`src/rtl/fp_add_seq_ctrl_if.sv`:
```
// Operand/result handshake bundle for fp_add_seq_ctrl.
// The slave side is the adder; the master side is the issue/writeback logic.
interface fp_add_seq_ctrl_if;
  logic        in_valid;
  logic        in_ready;
  logic [31:0] in_x;
  logic [31:0] in_y;
  logic        out_valid;
  logic        out_ready;
  logic [31:0] out_result;

  modport master (
    output in_valid, in_x, in_y, out_ready,
    input  in_ready, out_valid, out_result
  );

  modport slave (
    input  in_valid, in_x, in_y, out_ready,
    output in_ready, out_valid, out_result
  );
endinterface

```
`src/rtl/fp_add_seq_ctrl.sv`:
```
// Multi-cycle single-precision adder: bit-serial alignment and normalization,
// truncating result, one operation in flight.
module fp_add_seq_ctrl #(
  parameter int unsigned MAX_SHIFT = 25
) (
  input  logic               clk,
  input  logic               rst_n,
  fp_add_seq_ctrl_if.slave   bus,
  output logic               busy
);

  typedef enum logic [2:0] {IDLE, ALIGN, ADD, NORM, DONE} state_t;

  localparam logic [8:0] MAX_SHIFT_W = 9'(MAX_SHIFT);

  state_t      state_q, state_d;
  logic        sign_b_q, sign_b_d;
  logic        sign_l_q, sign_l_d;
  logic        sign_q, sign_d;
  logic [7:0]  exp_q, exp_d;
  logic [23:0] mb_q, mb_d;
  logic [23:0] ml_q, ml_d;
  logic [8:0]  cnt_q, cnt_d;
  logic [24:0] sum_q, sum_d;
  logic [31:0] res_q, res_d;

  // Operand decode for the accepting cycle
  logic [7:0]  ex, ey;
  logic        x_lt_y;
  logic [8:0]  dif;
  logic [23:0] mx, my;
  logic        clamp;
  logic [7:0]  exp_inc;

  assign ex      = bus.in_x[30:23];
  assign ey      = bus.in_y[30:23];
  assign x_lt_y  = ex < ey;
  assign dif     = x_lt_y ? ({1'b0, ey} - {1'b0, ex}) : ({1'b0, ex} - {1'b0, ey});
  assign mx      = (ex != 8'd0) ? {1'b1, bus.in_x[22:0]} : '0;
  assign my      = (ey != 8'd0) ? {1'b1, bus.in_y[22:0]} : '0;
  assign clamp   = dif >= MAX_SHIFT_W;
  assign exp_inc = exp_q + 8'd1;

  always_comb begin
    state_d  = state_q;
    sign_b_d = sign_b_q;
    sign_l_d = sign_l_q;
    sign_d   = sign_q;
    exp_d    = exp_q;
    mb_d     = mb_q;
    ml_d     = ml_q;
    cnt_d    = cnt_q;
    sum_d    = sum_q;
    res_d    = res_q;

    unique case (state_q)
      IDLE: begin
        if (bus.in_valid) begin
          if (ex == 8'hFF || ey == 8'hFF) begin
            res_d   = (ex == 8'hFF) ? bus.in_x : bus.in_y;
            state_d = DONE;
          end else begin
            // X wins exponent ties
            sign_b_d = x_lt_y ? bus.in_y[31] : bus.in_x[31];
            sign_l_d = x_lt_y ? bus.in_x[31] : bus.in_y[31];
            exp_d    = x_lt_y ? ey : ex;
            mb_d     = x_lt_y ? my : mx;
            ml_d     = clamp ? '0 : (x_lt_y ? mx : my);
            cnt_d    = clamp ? '0 : dif;
            state_d  = ALIGN;
          end
        end
      end

      ALIGN: begin
        if (cnt_q == 9'd0) begin
          state_d = ADD;
        end else begin
          ml_d  = ml_q >> 1;
          cnt_d = cnt_q - 9'd1;
        end
      end

      ADD: begin
        // Magnitude compare replaces negate-after-subtract; same result
        if (sign_b_q == sign_l_q) begin
          sum_d  = {1'b0, mb_q} + {1'b0, ml_q};
          sign_d = sign_b_q;
        end else if (mb_q >= ml_q) begin
          sum_d  = {1'b0, mb_q} - {1'b0, ml_q};
          sign_d = sign_b_q;
        end else begin
          sum_d  = {1'b0, ml_q} - {1'b0, mb_q};
          sign_d = sign_l_q;
        end
        state_d = NORM;
      end

      NORM: begin
        if (sum_q == 25'd0) begin
          res_d   = '0;
          state_d = DONE;
        end else if (sum_q[24]) begin
          sum_d = sum_q >> 1;
          exp_d = exp_inc;
          if (exp_inc == 8'hFF) begin
            res_d   = {sign_q, 8'hFF, 23'h0};
            state_d = DONE;
          end
        end else if (!sum_q[23]) begin
          if (exp_q == 8'd1) begin
            res_d   = {sign_q, 31'h0};
            state_d = DONE;
          end else begin
            sum_d = sum_q << 1;
            exp_d = exp_q - 8'd1;
          end
        end else begin
          res_d   = {sign_q, exp_q, sum_q[22:0]};
          state_d = DONE;
        end
      end

      DONE: begin
        if (bus.out_ready) state_d = IDLE;
      end

      default: state_d = IDLE;
    endcase
  end

  always_ff @(posedge clk or negedge rst_n) begin
    if (!rst_n) begin
      state_q  <= IDLE;
      sign_b_q <= 1'b0;
      sign_l_q <= 1'b0;
      sign_q   <= 1'b0;
      exp_q    <= '0;
      mb_q     <= '0;
      ml_q     <= '0;
      cnt_q    <= '0;
      sum_q    <= '0;
      res_q    <= '0;
    end else begin
      state_q  <= state_d;
      sign_b_q <= sign_b_d;
      sign_l_q <= sign_l_d;
      sign_q   <= sign_d;
      exp_q    <= exp_d;
      mb_q     <= mb_d;
      ml_q     <= ml_d;
      cnt_q    <= cnt_d;
      sum_q    <= sum_d;
      res_q    <= res_d;
    end
  end

  assign bus.in_ready   = (state_q == IDLE);
  assign bus.out_valid  = (state_q == DONE);
  assign bus.out_result = res_q;
  assign busy           = (state_q != IDLE);

endmodule

```
`src/flat_wrapper.sv`:
```
// flat-port wrapper written by rule: the top's interface ports become plain ports
module fp_add_seq_ctrl_flat 
#(
  parameter int unsigned MAX_SHIFT = 25
)
  (clk, rst_n, busy, bus_in_valid, bus_in_x, bus_in_y, bus_out_ready, bus_in_ready, bus_out_valid, bus_out_result);
  fp_add_seq_ctrl_if bus_i ();
  input  logic clk;
  input  logic rst_n;
  output logic busy;
  input wire logic [$bits(bus_i.in_valid)-1:0] bus_in_valid;
  input wire logic [$bits(bus_i.in_x)-1:0] bus_in_x;
  input wire logic [$bits(bus_i.in_y)-1:0] bus_in_y;
  input wire logic [$bits(bus_i.out_ready)-1:0] bus_out_ready;
  output wire logic [$bits(bus_i.in_ready)-1:0] bus_in_ready;
  output wire logic [$bits(bus_i.out_valid)-1:0] bus_out_valid;
  output wire logic [$bits(bus_i.out_result)-1:0] bus_out_result;
  assign bus_i.in_valid = bus_in_valid;
  assign bus_i.in_x = bus_in_x;
  assign bus_i.in_y = bus_in_y;
  assign bus_i.out_ready = bus_out_ready;
  assign bus_in_ready = bus_i.in_ready;
  assign bus_out_valid = bus_i.out_valid;
  assign bus_out_result = bus_i.out_result;
  fp_add_seq_ctrl #(.MAX_SHIFT(MAX_SHIFT)) u_core (.clk(clk), .rst_n(rst_n), .bus(bus_i), .busy(busy));
endmodule
```
`config.mk`:
```
export PLATFORM = sky130hd
export DESIGN_NAME = fp_add_seq_ctrl_flat
export DESIGN_NICKNAME = d
export VERILOG_FILES = /design/src/rtl/fp_add_seq_ctrl_if.sv /design/src/rtl/fp_add_seq_ctrl.sv /design/src/flat_wrapper.sv
export SDC_FILE = /design/constraint.sdc
export NUM_CORES = 1
export LEC_CHECK = 0
export CAP_MARGIN = 0
export CORE_ASPECT_RATIO = 1.75
export CORE_UTILIZATION = 35
export DETAILED_ROUTE_END_ITERATION = 6
export PLACE_DENSITY_LB_ADDON = 0.2
export SLEW_MARGIN = 20
export SYNTH_ARGS = -nofsm -noshare
export SYNTH_HDL_FRONTEND = slang
export SYNTH_SLANG_ARGS = --single-unit
```
`constraint.sdc`:
```
create_clock -name clk -period 6.6 [get_ports clk]
set_input_delay 1.32 -clock clk [delete_from_list [all_inputs] [get_ports clk]]
set_output_delay 1.32 -clock clk [all_outputs]
set_load 0.005 [all_outputs]
```
# Yosys cells after proc, flatten, opt, wreduce, memory -nomap -nowiden
# Index checks and enable logic that the tools add are counted.
# op_classes
n_addsub	8
order_cmp	3
eq_ne	20
mux	53
n_bitwise	1
reduce_logical	17
# op_table
cell	n
two-way mux 32 bit	8
two-way mux 24 bit	9
two-way mux 25 bit	5
one-hot mux 32 bit (2 select lines)	1
two-way mux 8 bit	7
one-hot mux 25 bit (2 select lines)	1
subtractor 24 x 24 -> 25 bit	2
one-hot mux 24 bit (2 select lines)	1
two-way mux 9 bit	5
two-way mux 3 bit	9
adder 24 x 24 -> 25 bit	1
logical NOT 25 bit	1
== test 8 bit (second input constant)	3
>= comparator 24 bit	1
one-hot mux 9 bit (2 select lines)	1
subtractor 8 x 8 -> 9 bit	2
one-hot mux 8 bit (2 select lines)	1
nonzero test 8 bit	2
one-hot mux 3 bit (5 select lines)	1
!= test 2 bit (second input constant)	5
AND reduction 5 bit	2
>= comparator 9 x 5 -> 1 bit (second input constant)	1
logical NOT 9 bit	1
subtractor 9 x 1 -> 9 bit (second input constant)	1
22 further kinds	31
# totals
ff_bits	128
inputBits	68
output_inout_bits	35
elab_cells	113

# Logic depth before layout (Yosys ltp)
# Gate-level depths: netlist of run 1.
# logic_depth
word_depth	7
depth_mapped	15

# Least setup slack after synthesis of run 1
# No wires, ideal clock.
# synth_path
kind	input-to-reg
from	in bus_in_y[24]
to	reg u_core.ml_q[17]
setup_ps	137
arrival_ps	3572
path_slack_ps	2891
stages	13
cell_sequence	inv_1 -> ha_1 -> nor2b_1 -> o2111ai_1 -> nand3_1 -> o21bai_2 -> mux2i_1 -> xnor2_1 -> a311o_1 -> nand4_1 -> buf_2 -> buf_4 -> o221ai_1
# synth_via
elab_chain_len	7
elab_cells_between_ends	16
# synth_rtl
item	line_no	text
start: declaration	flat_wrapper.sv:13	input wire logic [$bits(bus_i.in_y)-1:0] bus_in_y;
subtractor 8 x 8 -> 9 bit, or another cell as far along	fp_add_seq_ctrl.sv:38	assign dif = x_lt_y ? ({1'b0, ey} - {1'b0, ex}) : ({1'b0, ex} - {1'b0, ey});
two-way mux 9 bit / two-way mux 24 bit (equally long branches)	fp_add_seq_ctrl.sv:38, fp_add_seq_ctrl.sv:40	
>= comparator 9 x 5 -> 1 bit / two-way mux 24 bit (equally long branches)	fp_add_seq_ctrl.sv:41, fp_add_seq_ctrl.sv:68	
two-way mux 24 bit	fp_add_seq_ctrl.sv:68	ml_d = clamp ? '0 : (x_lt_y ? mx : my);
two-way mux 24 bit	fp_add_seq_ctrl.sv:59	if (ex == 8'hFF || ey == 8'hFF) begin
two-way mux 24 bit	fp_add_seq_ctrl.sv:58	if (bus.in_valid) begin
one-hot mux 24 bit (2 select lines)	fp_add_seq_ctrl.sv:56	unique case (state_q)
end signal: assignment	fp_add_seq_ctrl.sv:151	ml_q <= ml_d;
end: declaration	fp_add_seq_ctrl.sv:22	logic [23:0] ml_q, ml_d;
# Several ways; a longest one is shown, not always the timed one. The select of a mux whose other input is x is not followed.
# A chain may end at the register's enable or synchronous reset.

# Worst setup path after layout of run 1
# layout_path
from	in bus_in_y[24]
to	reg u_core.ml_q[22]
# The elaborated chain is that of the path after synthesis.

==> impl_metrics.py, run 1 <==
metrics = {
    "status": {
        "status": "complete, no violations",
    },
    "clock_network": {
        "clkSinkCount": 128,
        "htreeDepth": 4,
        "cts_resized": 0,
        "cts_hold_buf": 0,
        "tritoncts": "yes",
        "clockBufferDepth": 2,
        "clk_latency_ps": 440,
        "cts_root_buf": "clkbuf_16",
        "clk_pin_slew_ps": 60,
        "post-cts-setup-buffers": 0,
        "cts_made_buffers": 17,
    },
    "worst_hold_path": {
        "hold_path_depth": 2,
        "hold_path.class": "reg -> reg",
        "worst_hold_path.endpoint": "u_core.bus.out_result[21]",
        "hold_start": "u_core.bus.out_result[21]",
    },
    "timing": {
        "rsz0062_at_grt": "false",
        "tightest_slew_ps": 992,
        "fin_crit_sh_pct": 71.6,
        "finalSetupTns_ps": 0,
        "finalSetupViolations": 0,
        "fin_skew_ps": 9.22,
        "finalCriticalPeriod_ps": 4730,
        "layout_setup_ws_ps": 1870,
        "holdWs_ps": 482,
        "maxSlewViolCount": 0,
        "final-hold-violation-count": 0,
        "slew_headroom_pct": 33.7,
        "timing.fmax_mhz": 212,
    },
    "place": {
        "portBuffers": 102,
        "gp_congestion": 0.971,
        "dp_slack_ps": 1470,
        "dpl.hpwl_um": 33600,
    },
    "floorplanning": {
        "die_w_um": 139,
        "row_count": 87,
        "die_h_um": 242,
        "boundaryPins": 103,
        "core_um2": 32300,
        "initial_core_util_pct": 35.8,
        "die-area_um2": 33800,
    },
    "synth": {
        "ys_ff_latch": 128,
        "synth_edf_count": 0,
        "post_synth_num_cell_types": 90,
        "synthFlopType": "dfrtp_1",
        "synth-seq-area-share_pct": 27.7,
        "syn_area_um2": 11600,
        "synth_warnings": 0,
        "synthArstFlopShare_pct": 100,
        "netlist_instances": 1500,
        "synth_area_per_cell_um2": 7.71,
        "synth_nets": 1666,
    },
    "finish": {
        "utilization_pct": 41.3,
        "area.growth.synth_to_final_pct": 15.6,
        "antenna_cells": 0,
        "nFillCells": 3203,
        "nNetsFinal": 1698,
        "drive_above_1_share_pct": 6.28,
    },
    "worst_setup_path": {
        "cp_max_fo": 38,
        "r2r_start": "u_core.ml_q[9]",
        "worst-path-stages": 14,
        "slowest_delay_ps": 770,
        "crit_required_ps": 6880,
        "path_cells": "clkdlybuf4s50_1 > inv_1 > ha_1 > nor2b_1 > o2111ai_1 > nand3_1 > o21ba_2 > nand3_1 > o21ai_1 > xor2_1 > a311o_1 > nand4_1 > buf_4 > o221ai_1",
        "cp-end-kind": "flip-flop",
        "crit_top_cell": "nand3_1",
        "crit_family": "compound AO/OA/AOI/OAI gates",
        "critPathLaunchType": "primary input",
        "cp.arrival_ps": 5010,
        "cpMaxStageDelayCell": "o21ba_2",
        "r2r_slack_ps": 2290,
        "r2r_end": "u_core.sum_q[20]",
        "reg2reg_depth": 11,
        "worstSetupPathType": "in -> reg",
        "path_buf_inv": 3,
    },
    "routing": {
        "first_pass_iters": 6,
        "avgRoutedWirePerCell_um": 22.5,
        "vias": 11700,
        "ant_nets": 0,
        "met2_length_um": 22900,
        "drt_wl_total_um": 43700,
        "top_layer": "met4",
        "vias_per_cell": 6.01,
        "m1WireLength_um": 16600,
        "dr_wl_met3_um": 1820,
        "drt_iter0_markers": 1109,
        "drcViolationCount": 0,
    },
    "global_routing": {
        "grt_pass1_vias": 11500,
        "grt_max_degree": 97,
        "overflow": 0,
        "antenna_found_initial": 0,
        "grt_use_total_pct": 25.9,
        "grt_pass1_wl_um": 67200,
    },
    "power_and_ir_drop": {
        "power_density_nw_per_um2": 510,
        "vdd_drop_max_uv": 221,
        "p_switching_mw": 3.48,
        "internal-power_mw": 3.34,
        "seqPwrFrac_pct": 22.7,
        "power_mw": 6.82,
        "p_clk_share_pct": 14.7,
        "combPwrFrac_pct": 62.6,
        "swShare_pct": 51.0,
        "power_leakage_nw": 5.78,
    },
    "run": {
        "cap_violations": 0,
    },
}
cell usage in the layout (no fill, tap or decap), types with 6 or more instances in the layout:
master | netlist | final
nand2_1 | 174 | 174
a21oi_1 | 173 | 171
dfrtp_1 | 128 | 128
nor2_1 | 116 | 114
o21ai_0 | 110 | 110
clkdlybuf4s50_1 | 0 | 101
inv_1 | 99 | 99
ha_1 | 93 | 93
nor3_1 | 37 | 37
a31oi_1 | 37 | 37
xnor2_1 | 31 | 30
and3_1 | 27 | 27
a22oi_1 | 25 | 25
a21o_1 | 21 | 20
nor4_1 | 19 | 19
nand3_1 | 19 | 19
o221ai_1 | 19 | 19
o21bai_1 | 18 | 18
clkbuf_16 | 0 | 17
nand4_1 | 15 | 15
o21ai_1 | 15 | 14
a211oi_1 | 14 | 14
buf_4 | 7 | 14
a222oi_1 | 13 | 13
nand2b_1 | 12 | 12
nor2b_1 | 10 | 10
o22ai_1 | 10 | 10
xor2_1 | 11 | 10
mux2i_1 | 10 | 10
mux2_2 | 10 | 10
and2_1 | 9 | 9
o31ai_1 | 8 | 8
o21a_1 | 8 | 8
or3_1 | 7 | 7
a221oi_1 | 6 | 6
logic make-up (layout without fill, tap and decap cells):
kind of cell,after synthesis,after routing,synth area share [%]
AO/OA/AOI/OAI,539,539,29.9
XOR/XNOR,42,42,3.18
adder cells (fa/ha/maj),98,98,10.9
buffers and inverters,206,250,7.59
flip-flops,128,128,27.7
multiplexers,22,22,2.09
AND/OR/NAND/NOR,465,465,18.6
power by group through the flow:
stage	Sequential [mW]	Clock, mW	Combinational (mW)
after floorplan	1.39	0	2.95
after global placement	1.54	0	4.20
after detailed placement	1.55	0	4.19
after CTS	1.54	1.01	4.22
after global routing	1.59	1.04	4.64
final	1.55	1.00	4.27
state kept, by name (all words and copies together), names as in the netlist:
signal and count:
u_core.sign_b_q 1, u_core.bus.out_result 32, u_core.exp_q 8, u_core.sign_l_q 1, u_core.cnt_q 9, u_core.sum_q 25, u_core.sign_q 1, u_core.mb_q 24
u_core.ml_q 24, u_core.state_q 3
worst min-delay path, delay by kind of cell (launching register included):
| kind | cells | cell delay [ps] |
|---|---|---|
| AOI/OAI and AO/OA | 1 | 60 |
| DFF | 1 | 340 |
| and+or+nand+nor | 1 | 40 |
how the worst max path moves through the flow:
stage / from / endpoint / slack, ps
5_1_grt: bus_in_y[24] / u_core.ml_q[15] / 1630
4_1_cts: bus_in_y[24] / u_core.ml_q[18] / 1920
2_1_floorplan: bus_in_y[24] / u_core.ml_q[17] / 2890
6_report: bus_in_y[24] / u_core.ml_q[22] / 1870
3_5_place_dp: bus_in_y[24] / u_core.ml_q[18] / 1470
3_3_place_gp: bus_in_y[24] / u_core.ml_q[21] / 1480
Yosys cell counts, types with 27 or more instances:
library cell / number / area share [%]
clkbuf_1: 58 / 1.9
a31oi_1: 37 / 2.0
nor2_1: 116 / 3.8
o21ai_0: 110 / 4.8
inv_1: 99 / 3.2
dfrtp_1: 128 / 28
and3_1: 27 / 1.5
ha_1: 93 / 10
nand2_1: 174 / 5.6
a21oi_1: 173 / 7.5
xnor2_1: 31 / 2.3
nor3_1: 37 / 1.6
buf_2: 28 / 1.2
per-stage QoR:
step / cell area (um2) / std cells
2_1_floorplan: 11600 / 1500
3_3_place_gp: 12800 / 1913
3_5_place_dp: 12800 / 1913
4_1_cts: 13400 / 1944
5_1_grt: 13400 / 1944
6_report: 13400 / 1944
per-layer routing:
layer | vias up | GRT usage (%)
met5 | - | 0
met4 | 0 | 14.8
met3 | 122 | 2.77
met2 | 446 | 47.9
met1 | 5671 | 28.4
li1 | 5454 | -
area by class of cell:
class	count	area [um2]	area share (%)
clock buffer	22	474	3.55
clock inverter	9	131	0.983
inverter	103	387	2.89
multi-input combinational	1166	7540	56.4
sequential	128	3200	24.0
tap	400	500	3.74
timing repair buffer	116	1130	8.43
Note: power is estimated with default switching activity, not from simulation.
==> run 2: changes to the inputs <==
==> constraint.sdc (replaced) <==
create_clock -name clk -period 4.8 [get_ports clk]
set_input_delay 0.96 -clock clk [delete_from_list [all_inputs] [get_ports clk]]
set_output_delay 0.96 -clock clk [all_outputs]
set_load 0.005 [all_outputs]
==> impl_metrics.py, run 2 (synthesis gave the netlist of run 1 again) <==
metrics = {
    "global_routing": {
        "antenna_found_initial": 0,
        "grt_pass1_wl_um": 65500,
        "overflow": 0,
        "grt_pass1_vias": 11400,
        "grt_use_total_pct": 25.3,
        "grt_max_degree": 62,
    },
    "place": {
        "gp_congestion": 0.960,
        "dp_slack_ps": 420,
        "dpl.hpwl_um": 33600,
        "place_area_um2": 12900,
        "placed_cells": 1924,
        "portBuffers": 102,
    },
    "power_and_ir_drop": {
        "vdd_drop_max_uv": 383,
        "power_mw": 9.24,
        "power_leakage_nw": 5.80,
        "power_density_nw_per_um2": 690,
    },
    "run": {
        "cap_violations": 0,
    },
    "worst_setup_path": {
        "path_cells": "inv_1 > ha_1 > inv_1 > nor4_1 > a31oi_1 > o311ai_4 > nand2b_4 > mux2i_2 > o221ai_1 > xnor2_1 > o21ai_1",
        "r2r_slack_ps": 740,
        "crit_required_ps": 5090,
        "cp-end-kind": "flip-flop",
        "r2r_start": "u_core.ml_q[7]",
        "cpMaxStageDelayCell": "nor4_1",
        "reg2reg_depth": 11,
        "cp.arrival_ps": 4350,
        "crit_top_cell": "inv_1",
        "r2r_end": "u_core.sum_q[20]",
        "critPathLaunchType": "flip-flop",
        "slowest_delay_ps": 750,
        "cp_max_fo": 25,
        "worstSetupPathType": "reg -> reg",
    },
    "clock_network": {
        "htreeDepth": 4,
        "post-cts-setup-buffers": 0,
        "clk_latency_ps": 430,
        "cts_hold_buf": 0,
        "tritoncts": "yes",
        "cts_root_buf": "clkbuf_16",
        "clockBufferDepth": 2,
        "cts_made_buffers": 17,
        "cts_resized": 0,
        "clk_pin_slew_ps": 60,
        "clkSinkCount": 128,
    },
    "floorplanning": {
        "row_count": 87,
        "die-area_um2": 33800,
        "boundaryPins": 103,
        "initial_core_util_pct": 35.8,
        "core_um2": 32300,
        "die_w_um": 139,
        "die_h_um": 242,
    },
    "routing": {
        "vias_per_cell": 5.91,
        "met2_length_um": 22600,
        "drt_wl_total_um": 42700,
        "m1WireLength_um": 15900,
        "vias": 11500,
        "dr_wl_met3_um": 1620,
        "drt_iter0_markers": 1060,
        "first_pass_iters": 6,
        "avgRoutedWirePerCell_um": 21.9,
        "drcViolationCount": 0,
        "top_layer": "met4",
        "ant_nets": 0,
    },
    "finish": {
        "fin_cells": 1954,
        "largest_reg_flops": 32,
        "utilization_pct": 41.4,
        "final_common_cell": "nand2_1",
        "area.growth.synth_to_final_pct": 15.9,
        "antenna_cells": 0,
        "drive_above_1_share_pct": 6.95,
        "mostFrequentLayoutCells": "nand2_1, a21oi_1, dfrtp_1",
        "final_area_um2": 13400,
        "nNetsFinal": 1709,
    },
    "timing": {
        "holdWs_ps": 486,
        "final-hold-violation-count": 0,
        "fin_crit_sh_pct": 84.7,
        "fin_skew_ps": 9.93,
        "layout_setup_ws_ps": 737,
        "timing.fmax_mhz": 246,
        "tightest_slew_ps": 986,
        "slew_headroom_pct": 33.9,
        "finalSetupViolations": 0,
        "finalCriticalPeriod_ps": 4060,
        "finalSetupTns_ps": 0,
        "rsz0062_at_grt": "false",
        "maxSlewViolCount": 0,
    },
    "worst_hold_path": {
        "hold_start": "u_core.bus.out_result[19]",
        "worst_hold_path.endpoint": "u_core.bus.out_result[19]",
        "hold_path_depth": 2,
        "hold_path.class": "reg -> reg",
    },
    "status": {
        "status": "complete, no violations",
    },
}
run 2: changes by cell type in the layout (fill, tap and decap cells not counted), moves of 2 or more:
cell	previous run	this run
bufinv_16	3	1
clkinv_2	2	5
buf_4	14	24
clkbuf_8	3	1
run 2: area by class of cell:
type                    count  area (um2)
multi-input cells        1166        7540
repair buffers            127        1220
fillers                  3242       18900
clock buffers              19         443
inverters                 103         387
well taps                 400         500
flip-flops and latches    128        3200
clock inverters            11        93.8
run 2: critical path, delay by kind of cell (launching register included):
family | cells | cell delay [ps]
adder cells (fa/ha/maj) | 1 | 450
multiplexers | 1 | 490
buffers and inverters | 2 | 230
flip-flops | 1 | 390
AO/OA/AOI/OAI | 4 | 810
AND/OR/NAND/NOR | 2 | 1180
XOR/XNOR | 1 | 360
run 2: how the worst max path moves through the flow:
| stage | startpoint | to | slack (ps) | cells past startpoint |
|---|---|---|---|---|
| floorplan | bus_in_y[24] | u_core.ml_q[17] | 1450 | 13 |
| global placement | bus_in_y[24] | u_core.ml_q[21] | 450 | 15 |
| detailed placement | bus_in_y[25] | u_core.ml_q[14] | 420 | 14 |
| CTS | u_core.ml_q[4] | u_core.sum_q[20] | 850 | 11 |
| global route | bus_in_y[25] | u_core.ml_q[21] | 560 | 14 |
| finish | u_core.ml_q[7] | u_core.sum_q[20] | 740 | 11 |
run 2: power breakdown:
part	switching [mW]	total (mW)	internal, mW
Sequential	0.547	2.10	1.55
Combinational	3.71	5.93	2.22
Clock	0.504	1.22	0.714
Total	4.76	9.24	4.48
run 2: layer usage:
layer  vias to the layer above  GRT usage [%]
met2                       418           47.6
met5                         -              0
met3                       115           2.73
met4                         0           15.9
met1                      5553           26.5
li1                       5462              -
==> run 3: changes to the inputs <==
==> constraint.sdc (replaced) <==
create_clock -name clk -period 3.71 [get_ports clk]
set_input_delay 0.742 -clock clk [delete_from_list [all_inputs] [get_ports clk]]
set_output_delay 0.742 -clock clk [all_outputs]
set_load 0.005 [all_outputs]
==> impl_metrics.py, run 3 (synthesis gave the netlist of run 1 again) <==
metrics = {
    "global_routing": {
        "grt_pass1_vias": 12100,
        "grt_use_total_pct": 26.6,
        "grt_max_degree": 78,
        "overflow": 0,
        "antenna_found_initial": 0,
        "grt_pass1_wl_um": 68800,
    },
    "timing": {
        "tightest_slew_ps": 999,
        "fin_skew_ps": 8.66,
        "maxSlewViolCount": 0,
        "timing.fmax_mhz": 287,
        "slew_headroom_pct": 32.9,
        "fin_crit_sh_pct": 93.9,
        "finalCriticalPeriod_ps": 3480,
        "finalSetupViolations": 0,
        "final-hold-violation-count": 0,
        "rsz0062_at_grt": "false",
    },
    "worst_setup_path": {
        "crit_top_cell": "o21ai_0",
        "cp-end-kind": "flip-flop",
        "path_buf_inv": 2,
        "slowest_delay_ps": 440,
        "path_cells": "inv_1 > ha_1 > a21oi_1 > o21ai_0 > a21oi_1 > o311ai_4 > and2b_4 > buf_4 > nand2_1 > nand3_1 > o21ai_0 > a222oi_1 > o21ai_0",
        "crit_family": "compound AO/OA/AOI/OAI gates",
        "reg2reg_depth": 13,
        "crit_required_ps": 4020,
        "r2r_start": "u_core.ml_q[16]",
        "r2r_slack_ps": 230,
        "worstSetupPathType": "reg -> reg",
        "cp.arrival_ps": 3800,
        "critPathLaunchType": "flip-flop",
        "cp_max_fo": 10,
        "r2r_end": "u_core.sum_q[1]",
        "cpMaxStageDelayCell": "ha_1",
    },
    "clock_network": {
        "clk_latency_ps": 440,
        "cts_made_buffers": 17,
        "tritoncts": "yes",
        "post-cts-setup-buffers": 0,
        "cts_hold_buf": 0,
        "cts_root_buf": "clkbuf_16",
        "clockBufferDepth": 2,
        "clkSinkCount": 128,
        "cts_resized": 0,
        "htreeDepth": 4,
        "clk_pin_slew_ps": 60,
    },
    "finish": {
        "antenna_cells": 0,
        "area.growth.synth_to_final_pct": 22.8,
        "mostFrequentLayoutCells": "nand2_1, a21oi_1, dfrtp_1",
        "nNetsFinal": 1797,
        "largest_reg_flops": 32,
        "final_common_cell": "nand2_1",
        "drive_above_1_share_pct": 12.1,
        "utilization_pct": 43.9,
    },
    "status": {
        "status": "complete, no violations",
    },
    "power_and_ir_drop": {
        "swShare_pct": 49.2,
        "vdd_drop_max_uv": 395,
        "combPwrFrac_pct": 64.9,
        "power_mw": 12.8,
        "power_leakage_nw": 6.29,
        "internal-power_mw": 6.51,
        "p_switching_mw": 6.31,
        "power_density_nw_per_um2": 903,
        "seqPwrFrac_pct": 21.1,
        "p_clk_share_pct": 14.0,
    },
    "routing": {
        "drt_iter0_markers": 1043,
        "first_pass_iters": 6,
        "drt_wl_total_um": 44300,
        "drcViolationCount": 0,
        "ant_nets": 0,
        "vias": 11900,
        "vias_per_cell": 5.80,
        "avgRoutedWirePerCell_um": 21.7,
    },
    "floorplanning": {
        "die-area_um2": 33800,
        "die_w_um": 139,
        "row_count": 87,
        "initial_core_util_pct": 35.8,
        "die_h_um": 242,
        "core_um2": 32300,
        "boundaryPins": 103,
    },
    "place": {
        "portBuffers": 102,
        "dpl.hpwl_um": 35400,
        "gp_congestion": 0.922,
    },
    "worst_hold_path": {
        "hold_path.class": "in -> async",
    },
    "run": {
        "cap_violations": 0,
    },
}
[run 3: final cells by class]
cell class / instances / area (um2)
clock buffer: 22 / 474
clock inverter: 10 / 149
fill: 3256 / 18100
inverter: 103 / 387
multi-input combinational: 1166 / 7550
sequential: 128 / 3200
tap: 400 / 500
timing repair buffer: 215 / 1930
[run 3: per-layer routing]
metal | part of all wire (%) | global-route usage (%) | wire (um)
met4 | 5.2 | 15.1 | 2320
met2 | 54 | 50.1 | 23800
met3 | 3.9 | 3.20 | 1720
met1 | 37 | 28.1 | 16500
met5 | 0 | 0 | 0
[run 3: worst reg2reg max path, cell delays in order (launching register included)]
cell and delay, ps:
dfrtp_1 420, inv_1 60, ha_1 440, a21oi_1 390, o21ai_0 150, a21oi_1 340
o311ai_4 140, and2b_4 350, buf_4 200, nand2_1 70, nand3_1 70, o21ai_0 260
a222oi_1 370, o21ai_0 110
[run 3: worst max-delay path by stage]
| stage | startpoint | to | slack, ps | cells after the start |
|---|---|---|---|---|
| 2_1_floorplan | bus_in_y[24] | u_core.ml_q[17] | 580 | 13 |
| 3_3_place_gp | bus_in_y[24] | u_core.ml_q[21] | -140 | 14 |
| 3_5_place_dp | bus_in_y[24] | u_core.ml_q[20] | -200 | 14 |
| 4_1_cts | u_core.ml_q[3] | u_core.sum_q[21] | 70 | 13 |
| 5_1_grt | bus_in_y[24] | u_core.ml_q[20] | 10 | 14 |
| 6_report | u_core.ml_q[16] | u_core.sum_q[1] | 230 | 13 |
[run 3: power by group through the flow]
stage                     sequential [mW]  clock (mW)  combinational, mW
after floorplan                      2.47           0               5.25
after global placement               2.69           0               8.20
after detailed placement             2.70           0               8.22
after CTS                            2.68        1.82               8.28
after global routing                 2.78        1.88               9.05
final                                2.70        1.80               8.32
[run 3: metrics by stage]
stage	cells	setup TNS, ps	hold WS, ps	area (um2)	setup slack [ps]
after floorplan	1500	0	446	11600	579
after global placement	2012	-3210	471	13600	-141
after detailed placement	2012	-4140	473	13600	-198
after CTS	2044	0	363	14200	70.4
after global routing	2044	0	393	14200	14.2
final	2044	0	324	14200	225
